==> config.mk <==
export PLATFORM = sky130hd
export DESIGN_NAME = sd_sector_server
export DESIGN_NICKNAME = d
export VERILOG_FILES = /design/src/rtl/sd_server_pkg.sv /design/src/rtl/sd_sector_server.sv
export SDC_FILE = /design/constraint.sdc
export NUM_CORES = 1
export LEC_CHECK = 0
export ABC_AREA = 1
export CORE_ASPECT_RATIO = 1.25
export CORE_MARGIN = 5
export CORE_UTILIZATION = 55
export DETAILED_ROUTE_END_ITERATION = 10
export DONT_BUFFER_PORTS = 1
export HOLD_SLACK_MARGIN = 0.05
export PLACE_DENSITY = 0.67
export REMOVE_ABC_BUFFERS = 1
export SYNTH_ARGS = -nofsm -noshare
export SYNTH_HDL_FRONTEND = slang
export SYNTH_SLANG_ARGS = --single-unit
export TNS_END_PERCENT = 30
==> constraint.sdc <==
create_clock -name clk_sys -period 2.65 [get_ports clk_sys]
set_input_delay 0.6625 -clock clk_sys [delete_from_list [all_inputs] [get_ports clk_sys]]
set_output_delay 0.6625 -clock clk_sys [all_outputs]
set_load 0.1 [all_outputs]
==> src/rtl/sd_server_pkg.sv <==
// sd_server_pkg: shared state encoding and sector geometry
// for the sd_rd/sd_wr sector responder.
package sd_server_pkg;

  localparam int SECTOR_BYTES = 512;
  localparam int SECTOR_WORDS = 256;

  typedef enum logic [3:0] {
    IDLE,
    CHECK,
    RD_FETCH,
    RD_LO,
    RD_GAP,
    RD_HI,
    RD_GAP2,
    WR_ADDR,
    WR_WAIT,
    WR_LO,
    WR_WAIT2,
    WR_HI,
    WR_MEM,
    HOLD,
    RELEASE
  } srv_state_t;

endpackage

==> src/rtl/sd_sector_server.sv <==
// sd_sector_server: serves 512-byte disk-image sectors from a
// 16-bit memory port to an sd_rd/sd_wr byte-buffer requester.
// Ports: clk_sys, reset (sync, active-high); img_mounted,
//   img_size, sd_lba, sd_rd, sd_wr -> sd_ack, sd_buff_addr,
//   sd_buff_dout, sd_buff_wr; sd_buff_din (1-cycle RAM);
//   mem_addr/mem_dout/mem_rd/mem_we -> mem_din/mem_ack.
// Option SD_SERVER_WP_EN: adds img_wp; protected writes run
//   the byte protocol but never raise mem_we.
module sd_sector_server
  import sd_server_pkg::*;
#(
  parameter logic [24:0] IMG_BASE       = 25'h000000,
  parameter int unsigned ACK_MIN_CYCLES = 16
) (
  input  logic        clk_sys,
  input  logic        reset,
  input  logic        img_mounted,
  input  logic [31:0] img_size,
`ifdef SD_SERVER_WP_EN
  input  logic        img_wp,
`endif
  input  logic [31:0] sd_lba,
  input  logic        sd_rd,
  input  logic        sd_wr,
  output logic        sd_ack,
  output logic [8:0]  sd_buff_addr,
  output logic [7:0]  sd_buff_dout,
  output logic        sd_buff_wr,
  input  logic [7:0]  sd_buff_din,
  output logic [24:0] mem_addr,
  output logic [15:0] mem_dout,
  input  logic [15:0] mem_din,
  output logic        mem_rd,
  output logic        mem_we,
  input  logic        mem_ack
);

  srv_state_t  state_q, state_n;
  logic [31:0] lba_q, lba_n;
  logic        rd_q, rd_n;
  logic        valid_q, valid_n;
  logic [7:0]  w_q, w_n;
  logic [15:0] word_q, word_n;
  logic [15:0] hcnt_q, hcnt_n;
  logic        ack_q, ack_n;
  logic [8:0]  baddr_q, baddr_n;
  logic [7:0]  bdout_q, bdout_n;
  logic        bwr_q, bwr_n;

  logic        last_w;
  logic        fetch_ok;
  logic [15:0] fetch_word;
  logic        hold_done;
  logic        range_ok;
  logic [24:0] sum_addr;
  logic        unused_size;

  // Sector count only uses the upper bits of the byte size.
  assign unused_size = ^img_size[8:0];

  assign last_w     = (w_q == 8'(SECTOR_WORDS - 1));
  assign range_ok   = lba_q < {9'b0, img_size[31:9]};
  // Invalid sectors complete at once with a zero word.
  assign fetch_ok   = !valid_q || mem_ack;
  assign fetch_word = valid_q ? mem_din : 16'h0000;
  assign hold_done  =
    ({16'b0, hcnt_q} + 32'd1) >= ACK_MIN_CYCLES;

  // lba wraps above 2^16 because only 25 address bits exist.
  assign sum_addr = IMG_BASE
                  + {lba_q[15:0], 9'b0}
                  + {16'b0, w_q, 1'b0};

  assign mem_rd   = (state_q == RD_FETCH) && valid_q;
  assign mem_we   = (state_q == WR_MEM) && valid_q;
  assign mem_addr = (mem_rd || mem_we)
                  ? {sum_addr[24:1], 1'b0} : 25'b0;
  assign mem_dout = mem_we ? word_q : 16'h0000;

  assign sd_ack       = ack_q;
  assign sd_buff_addr = baddr_q;
  assign sd_buff_dout = bdout_q;
  assign sd_buff_wr   = bwr_q;

  always_ff @(posedge clk_sys) begin
    if (reset) begin
      state_q <= IDLE;
      lba_q   <= '0;
      rd_q    <= 1'b0;
      valid_q <= 1'b0;
      w_q     <= '0;
      word_q  <= '0;
      hcnt_q  <= '0;
      ack_q   <= 1'b0;
      baddr_q <= '0;
      bdout_q <= '0;
      bwr_q   <= 1'b0;
    end else begin
      state_q <= state_n;
      lba_q   <= lba_n;
      rd_q    <= rd_n;
      valid_q <= valid_n;
      w_q     <= w_n;
      word_q  <= word_n;
      hcnt_q  <= hcnt_n;
      ack_q   <= ack_n;
      baddr_q <= baddr_n;
      bdout_q <= bdout_n;
      bwr_q   <= bwr_n;
    end
  end

  always_comb begin
    state_n = state_q;
    lba_n   = lba_q;
    rd_n    = rd_q;
    valid_n = valid_q;
    w_n     = w_q;
    word_n  = word_q;
    hcnt_n  = hcnt_q;
    ack_n   = ack_q;
    baddr_n = baddr_q;
    bdout_n = bdout_q;
    // Strobe is a single cycle; gap states keep it low.
    bwr_n   = 1'b0;

    if (ack_q && hcnt_q != 16'hFFFF)
      hcnt_n = hcnt_q + 16'd1;

    unique case (state_q)
      IDLE: begin
        if (sd_rd || sd_wr) begin
          lba_n   = sd_lba;
          rd_n    = sd_rd;
          state_n = CHECK;
        end
      end
      CHECK: begin
        ack_n   = 1'b1;
        baddr_n = '0;
        w_n     = '0;
        hcnt_n  = '0;
        valid_n = img_mounted && range_ok;
`ifdef SD_SERVER_WP_EN
        if (!rd_q && img_wp)
          valid_n = 1'b0;
`endif
        state_n = rd_q ? RD_FETCH : WR_ADDR;
      end
      RD_FETCH: begin
        if (fetch_ok) begin
          word_n  = fetch_word;
          bdout_n = fetch_word[7:0];
          baddr_n = {w_q, 1'b0};
          bwr_n   = 1'b1;
          state_n = RD_LO;
        end
      end
      RD_LO: state_n = RD_GAP;
      RD_GAP: begin
        bdout_n = word_q[15:8];
        baddr_n = {w_q, 1'b1};
        bwr_n   = 1'b1;
        state_n = RD_HI;
      end
      RD_HI: state_n = RD_GAP2;
      RD_GAP2: begin
        if (last_w) begin
          state_n = HOLD;
        end else begin
          w_n     = w_q + 8'd1;
          state_n = RD_FETCH;
        end
      end
      WR_ADDR: state_n = WR_WAIT;
      WR_WAIT: begin
        baddr_n = {w_q, 1'b1};
        state_n = WR_LO;
      end
      // din still reflects the even address here.
      WR_LO: begin
        word_n[7:0] = sd_buff_din;
        state_n     = WR_WAIT2;
      end
      WR_WAIT2: state_n = WR_HI;
      WR_HI: begin
        word_n[15:8] = sd_buff_din;
        state_n      = WR_MEM;
      end
      WR_MEM: begin
        if (fetch_ok) begin
          if (last_w) begin
            state_n = HOLD;
          end else begin
            w_n     = w_q + 8'd1;
            baddr_n = {w_q + 8'd1, 1'b0};
            state_n = WR_ADDR;
          end
        end
      end
      HOLD: begin
        if (hold_done) begin
          ack_n   = 1'b0;
          state_n = RELEASE;
        end
      end
      RELEASE: begin
        if (!sd_rd && !sd_wr)
          state_n = IDLE;
      end
      default: state_n = IDLE;
    endcase
  end

endmodule

==> impl_metrics.py, run 1 <==
metrics = {
    "placement": {
        "hpwlAfterDp_mm": 11.2,
        "post-place-ws_ns": 0.222,
        "dp_cells": 963,
        "gp_congestion": 0.880,
        "portBuffers": 0,
    },
    "worst_setup_path": {
        "r2r_setup_slack_ns": 0.60,
        "r2r-end": "state_q[1]",
        "worstSetupEndpointType": "output port",
        "worstSetupStartpointType": "flip-flop",
        "reg2regPathDepth": 12,
        "r2r_start": "hcnt_q[0]",
        "path_max_fanout": 14,
        "crit_end": "mem_addr[9]",
        "path_cells": "inv_1, nor2_2, inv_1, nor2_4, nand2_1, nand2_2, inv_2, buf_12, nor2_4, buf_12",
        "arrival_ns": 1.87,
        "slowest_delay_ns": 0.35,
        "critical_path_class": "reg -> out",
        "cp_slowest_cell": "dfxtp_2",
        "crit_start": "state_q[1]",
        "crit_required_ns": 1.99,
    },
    "logic_synthesis": {
        "synth_edf_count": 0,
        "ys_seq_area_share_pct": 36.2,
        "ys_top_cells_by_area": "dfxtp_1 36%, nand2_1 11%, inv_1 7.2%",
        "synth-xor-area-share_pct": 1.14,
        "synth_cells": 795,
        "synth_flop_cell": "dfxtp_1",
        "ys_types": 45,
        "synth_fa_ha_area_share_pct": 5.59,
        "synth_compound_area_share_pct": 18.3,
        "synth_top_family_by_area": "simple AND/OR/NAND/NOR gates",
        "synth_top_cell_by_area": "dfxtp_1",
        "syn-cell-area_mm2": 0.00537,
        "synth-simple-area-share_pct": 28.4,
        "synth_area_per_cell_um2": 6.75,
        "synthArstFlopShare_pct": 0,
        "synth_mux_area_share_pct": 0,
        "synth_top_area_share_pct": 36.2,
        "ys_ff_latch": 97,
        "yosys_warnings": 0,
    },
    "global_route": {
        "overflow": 0,
        "antenna_found_initial": 0,
        "grt_max_degree": 51,
        "grt_pass1_vias": 5315,
        "grt_pass1_wl_mm": 24.7,
        "track_usage_pct": 25.2,
    },
    "timing": {
        "min_period_over_period_pct": 95.4,
        "slew_violations": 0,
        "fin_crit_ns": 2.53,
        "setup_viol": 0,
        "max_freq_ghz": 0.396,
        "hold_violations": 0,
        "clock_skew_ns": 0.00925,
        "holdWs_ns": 0.387,
        "finalWorstSetupSlack_ns": 0.122,
        "tightest_slew_ns": 0.582,
        "relSlewSlack_pct": 61.1,
    },
    "floorplan": {
        "rows": 40,
        "start_util_pct": 55.9,
        "die_w_um": 98.4,
        "fp.dieH_um": 120,
        "core_mm2": 0.00961,
        "dieArea_mm2": 0.0119,
        "io-pin-count": 156,
    },
    "layout": {
        "layout_commonest_cell": "nand2_1",
        "final_cell_mix": "153 x nand2_1, 102 x inv_1, 95 x dfxtp_1, 72 x a21oi_1, 63 x nand3_1",
        "drive_gt1_share_pct": 18.5,
        "seq_area_mm2": 0.00194,
        "multi_input_area_mm2": 0.00308,
        "antennaDiodeCount": 0,
        "fillCellCount": 769,
        "nets": 968,
        "instances_no_fill": 981,
        "syn_to_final_growth_pct": 30.2,
    },
    "clock_network": {
        "clockBufferDepth": 2,
        "clk_latency_ns": 0.34,
        "clock_sinks": 97,
        "cts_tree": "built",
        "root_buffer": "clkbuf_16",
        "cts_inserted_buffers": 9,
        "path_clk_slew_ns": 0.06,
        "htree_levels": 3,
    },
    "pwr": {
        "clock_power_share_pct": 19.8,
        "switching_share_pct": 46.6,
        "ir_drop_uv": 824,
        "seqPwrFrac_pct": 32.2,
        "powerDensity_mw_per_mm2": 940,
        "power.internal_uw": 3510,
        "switching_power_uw": 3060,
        "p_leak_uw": 0.00273,
        "p_comb_share_pct": 47.9,
    },
    "flow_run": {
        "cap_violations": 0,
    },
    "route": {
        "routed_via_density": 5.52,
        "vias": 5420,
        "ant_nets": 0,
        "drc_errors": 0,
        "drt-total-wl_mm": 14.8,
        "wl_per_cell_um": 15.1,
        "drt-initial-drc-count": 266,
        "firstDrtPassIters": 5,
    },
    "outcome": {
        "status": "finished, final reports clean",
    },
    "worst_hold_path": {
        "min_path_type": "in -> reg",
        "holdPathStages": 1,
    },
}
==> power by group through the flow <==
stage	registers, uW	clock network (uW)	logic [uW]
floorplan	2730	0	1680
global placement	2120	0	2990
detailed placement	2140	0	3090
CTS	2110	1330	3120
global route	2170	1400	3500
finish	2120	1300	3150
==> state kept, by name, summed over array words and instances, names as in the netlist <==
name          count
hcnt_q           16
lba_q            32
rd_q              1
sd_ack            1
sd_buff_addr      9
sd_buff_dout      8
sd_buff_wr        1
state_q           4
valid_q           1
w_q               8
word_q           16
==> stage by stage <==
stage               total power [uW]  TNS (ns)  utilization, %  cell area, um2
finish                          6570         0            72.8            6990
global route                    7070  -0.00230            72.8            6990
CTS                             6550         0            71.5            6870
detailed placement              5220         0            68.3            6560
global placement                5110         0            68.3            6560
floorplan                       4410    -23.40               -            5240
==> Yosys cell counts, drive strengths merged (2+ instances only) <==
cell type  number
xor2            6
nand4          10
o21a            2
dfxtp          97
clkbuf         21
or2             5
nor2           93
o21ai          63
buf             9
a32oi           2
o22ai           3
a21oi          72
nand2         160
nor4            2
nor3b           3
nand3          65
ha             24
nor3            5
a221oi          3
nand3b          2
clkinv          3
a31oi          23
inv           110
a211oi          5
==> kinds of logic after synthesis <==
group	after synthesis
xor+xnor	7
buf+inv	143
other cells	1
flops	97
compound gates	178
fa+ha+maj	24
simple gates	345
==> layer usage <==
metal  share of wire [%]  track usage (%)  vias to the layer above
li1                    -                -                     2732
met1                  40             30.3                     2481
met2                  50             43.1                      181
met3                 8.2             7.10                       26
met4                 1.8             8.11                        0
met5                   0                0                        -
==> final cells by class <==
class | instances | area share [%]
multi-input cells | 555 | 44.0
clock inverters | 3 | 0.572
clock buffers | 13 | 3.58
flip-flops and latches | 97 | 27.8
well taps | 126 | 2.25
inverters | 113 | 6.06
repair buffers | 74 | 15.7
==> how the worst min path moves through the flow <==
| stage | start | endpoint | slack [ns] |
|---|---|---|---|
| floorplan | rd_q | rd_q | 0.43 |
| global placement | lba_q[24] | lba_q[24] | 0.44 |
| detailed placement | lba_q[25] | lba_q[25] | 0.45 |
| CTS | reset | w_q[4] | 0.38 |
| global route | reset | w_q[4] | 0.37 |
| finish | reset | w_q[4] | 0.39 |
==> worst max-delay path: cells and delay by family (launching register included) <==
kind,cells,cell delay (ns)
buffers and inverters,5,0.61
and+or+nand+nor,5,0.56
DFF,1,0.35
==> what timing repair did <==
item                       4_1_cts  5_1_grt
gates cloned                     0        0
pin swaps                        1        1
setup endpoints to repair       24       24
buffers inserted                 1        1
hold buffers                     0        0
resized for setup                3       27
No activity file was read; power rests on OpenSTA's default activity.
==> run 2: changes to the inputs <==
CORE_MARGIN = not set   (was 5)
PLACE_DENSITY = 0.7   (was 0.67)
clock period = 2.3 ns   (was 2.65 ns; I/O delays follow)
==> run 2 against run 1 <==
The run now ends with setup timing left. Clock power rose by 18%. First-iteration DRC count up 44%. Global-route usage up 5.0 points. Wire length increased by 3.4%. Sequential power is 17% higher. Critical endpoint is now mem_addr[13]. Cell count up 1.0%. Setup slack worse by 0.14 ns. Combinational power increased by 23%. Non-clock buffer count up 13. Register-to-register slack worse by 0.41 ns. Critical path depth unchanged.
==> impl_metrics.py, run 2 (synthesis results as in run 1) <==
metrics = {
    "outcome": {
        "status": "finished with violations",
        "violations": "setup timing",
    },
    "worst_setup_path": {
        "slowest_delay_ns": 0.39,
        "path_max_fanout": 8,
        "cp_slowest_cell": "dfxtp_4",
        "worstSetupEndpointType": "output port",
        "crit_top_cell": "nor2_4",
        "path_cells": "inv_4, nor2_4, inv_2, nor2_4, nand2_2, nand2_4, inv_8, buf_12, nor2_4, buf_12",
        "arrival_ns": 1.75,
        "crit_required_ns": 1.73,
        "critical_path_class": "reg -> out",
        "worstSetupStartpointType": "flip-flop",
    },
    "route": {
        "wl_per_cell_um": 15.5,
        "firstDrtPassIters": 5,
        "drt-total-wl_mm": 15.3,
        "drt-initial-drc-count": 382,
        "drc_errors": 0,
        "routed_via_density": 5.67,
        "ant_nets": 0,
        "vias": 5618,
    },
    "timing": {
        "hold_violations": 0,
        "relSlewSlack_pct": 57.4,
        "fin_crit_ns": 2.32,
        "tightest_slew_ns": 0.637,
        "max_freq_ghz": 0.431,
        "rsz0062_at_grt": "true",
        "slew_violations": 0,
        "timing.setup.tns_ns": -0.0490,
        "holdWs_ns": 0.299,
        "setup_viol": 4,
        "min_period_over_period_pct": 101,
        "clock_skew_ns": 0.00857,
        "finalWorstSetupSlack_ns": -0.0211,
    },
    "placement": {
        "dp_cells": 967,
        "portBuffers": 0,
        "dpl_cell_area_mm2": 0.00661,
        "gp_congestion": 0.899,
        "hpwlAfterDp_mm": 10.9,
    },
    "layout": {
        "fillCellCount": 686,
        "nets": 981,
        "top_regs": "lba_q: 32 flops, hcnt_q: 16 flops, word_q: 16 flops",
        "syn_to_final_growth_pct": 34.2,
        "largest_register": "lba_q",
        "drive_gt1_share_pct": 20.7,
        "design_area_mm2": 0.00721,
        "multi_input_area_mm2": 0.00313,
        "instances_no_fill": 991,
        "seq_area_mm2": 0.00195,
        "antennaDiodeCount": 0,
        "layout_commonest_cell": "nand2_1",
        "largest_register_ffs": 32,
        "final_cell_mix": "151 x nand2_1, 100 x inv_1, 94 x dfxtp_1, 72 x a21oi_1, 63 x nand3_1",
    },
    "clock_network": {
        "clk_latency_ns": 0.34,
        "cts_inserted_buffers": 9,
        "htree_levels": 3,
        "clock_sinks": 97,
        "clockBufferDepth": 2,
        "path_clk_slew_ns": 0.06,
        "cts_tree": "built",
        "root_buffer": "clkbuf_16",
    },
    "global_route": {
        "overflow": 0,
        "grt_pass1_vias": 5534,
        "grt_pass1_wl_mm": 25.1,
        "antenna_found_initial": 0,
        "grt_max_degree": 51,
        "track_usage_pct": 30.2,
    },
    "floorplan": {
        "dieArea_mm2": 0.0102,
        "rows": 39,
        "io-pin-count": 156,
        "start_util_pct": 57.6,
        "fp.dieH_um": 112,
        "die_w_um": 90.4,
        "core_mm2": 0.00932,
    },
    "pwr": {
        "powerDensity_mw_per_mm2": 1090,
        "p_leak_uw": 0.00285,
        "ir_drop_uv": 1110,
    },
    "worst_hold_path": {
        "min_path_type": "in -> reg",
    },
    "flow_run": {
        "cap_violations": 0,
    },
}
run 2: power breakdown:
| part | internal, uW | leakage (uW) | total [uW] | switching, uW |
|---|---|---|---|---|
| registers | 2180 | 0.000794 | 2480 | 300 |
| logic | 1100 | 0.00190 | 3860 | 2760 |
| clock network | 931 | 0.000153 | 1540 | 612 |
run 2: stage by stage:
stage | setup slack, ns | util, % | power [uW]
after detailed placement | 0.132 | 70.9 | 6080
after global placement | 0.169 | 70.9 | 5910
after CTS | -0.00316 | 76.7 | 7770
after floorplan | -0.984 | - | 5080
after global routing | -0.0701 | 77.3 | 8370
final | -0.0211 | 77.3 | 7880
run 2: what timing repair did:
action | in CTS | in global routing
endpoints found under the hold margin | 0 | 0
gates resized for setup | 48 | 8
pin swaps | 6 | 8
hold buffers | 0 | 0
setup endpoints to repair | 41 | 28
buffers inserted | 3 | 4
gates cloned | 1 | 0
run 2: critical path, delay by kind of cell (launching register included):
family | cells | cell delay (ns)
and+or+nand+nor | 5 | 0.50
buffers and inverters | 5 | 0.48
DFF | 1 | 0.39
run 2: area by class of cell:
| type | instances | area share (%) |
|---|---|---|
| well taps | 123 | 2.14 |
| inverters | 113 | 6.06 |
| repair buffers | 87 | 17.0 |
| flip-flops and latches | 97 | 27.1 |
| clock inverters | 2 | 0.486 |
| multi-input cells | 555 | 43.5 |
| clock buffers | 14 | 3.80 |
run 2: worst paths after layout:
check	start	end	slack [ns]	depth (start not counted)
max	state_q[1]	mem_addr[13]	-0.02	10
min	reset	w_q[7]	0.30	1
max reg2reg	hcnt_q[0]	state_q[1]	0.19	14
min reg2reg	lba_q[24]	lba_q[24]	0.46	2
run 2: routing by layer:
layer | share of wire (%) | global-route usage [%] | vias up | wire length (um)
met1 | 39 | 34.3 | 2588 | 6040
met5 | 0 | 0 | - | 0
met2 | 51 | 54.7 | 244 | 7780
li1 | - | - | 2753 | -
met3 | 7.0 | 5.56 | 33 | 1070
met4 | 2.8 | 13.4 | 0 | 425
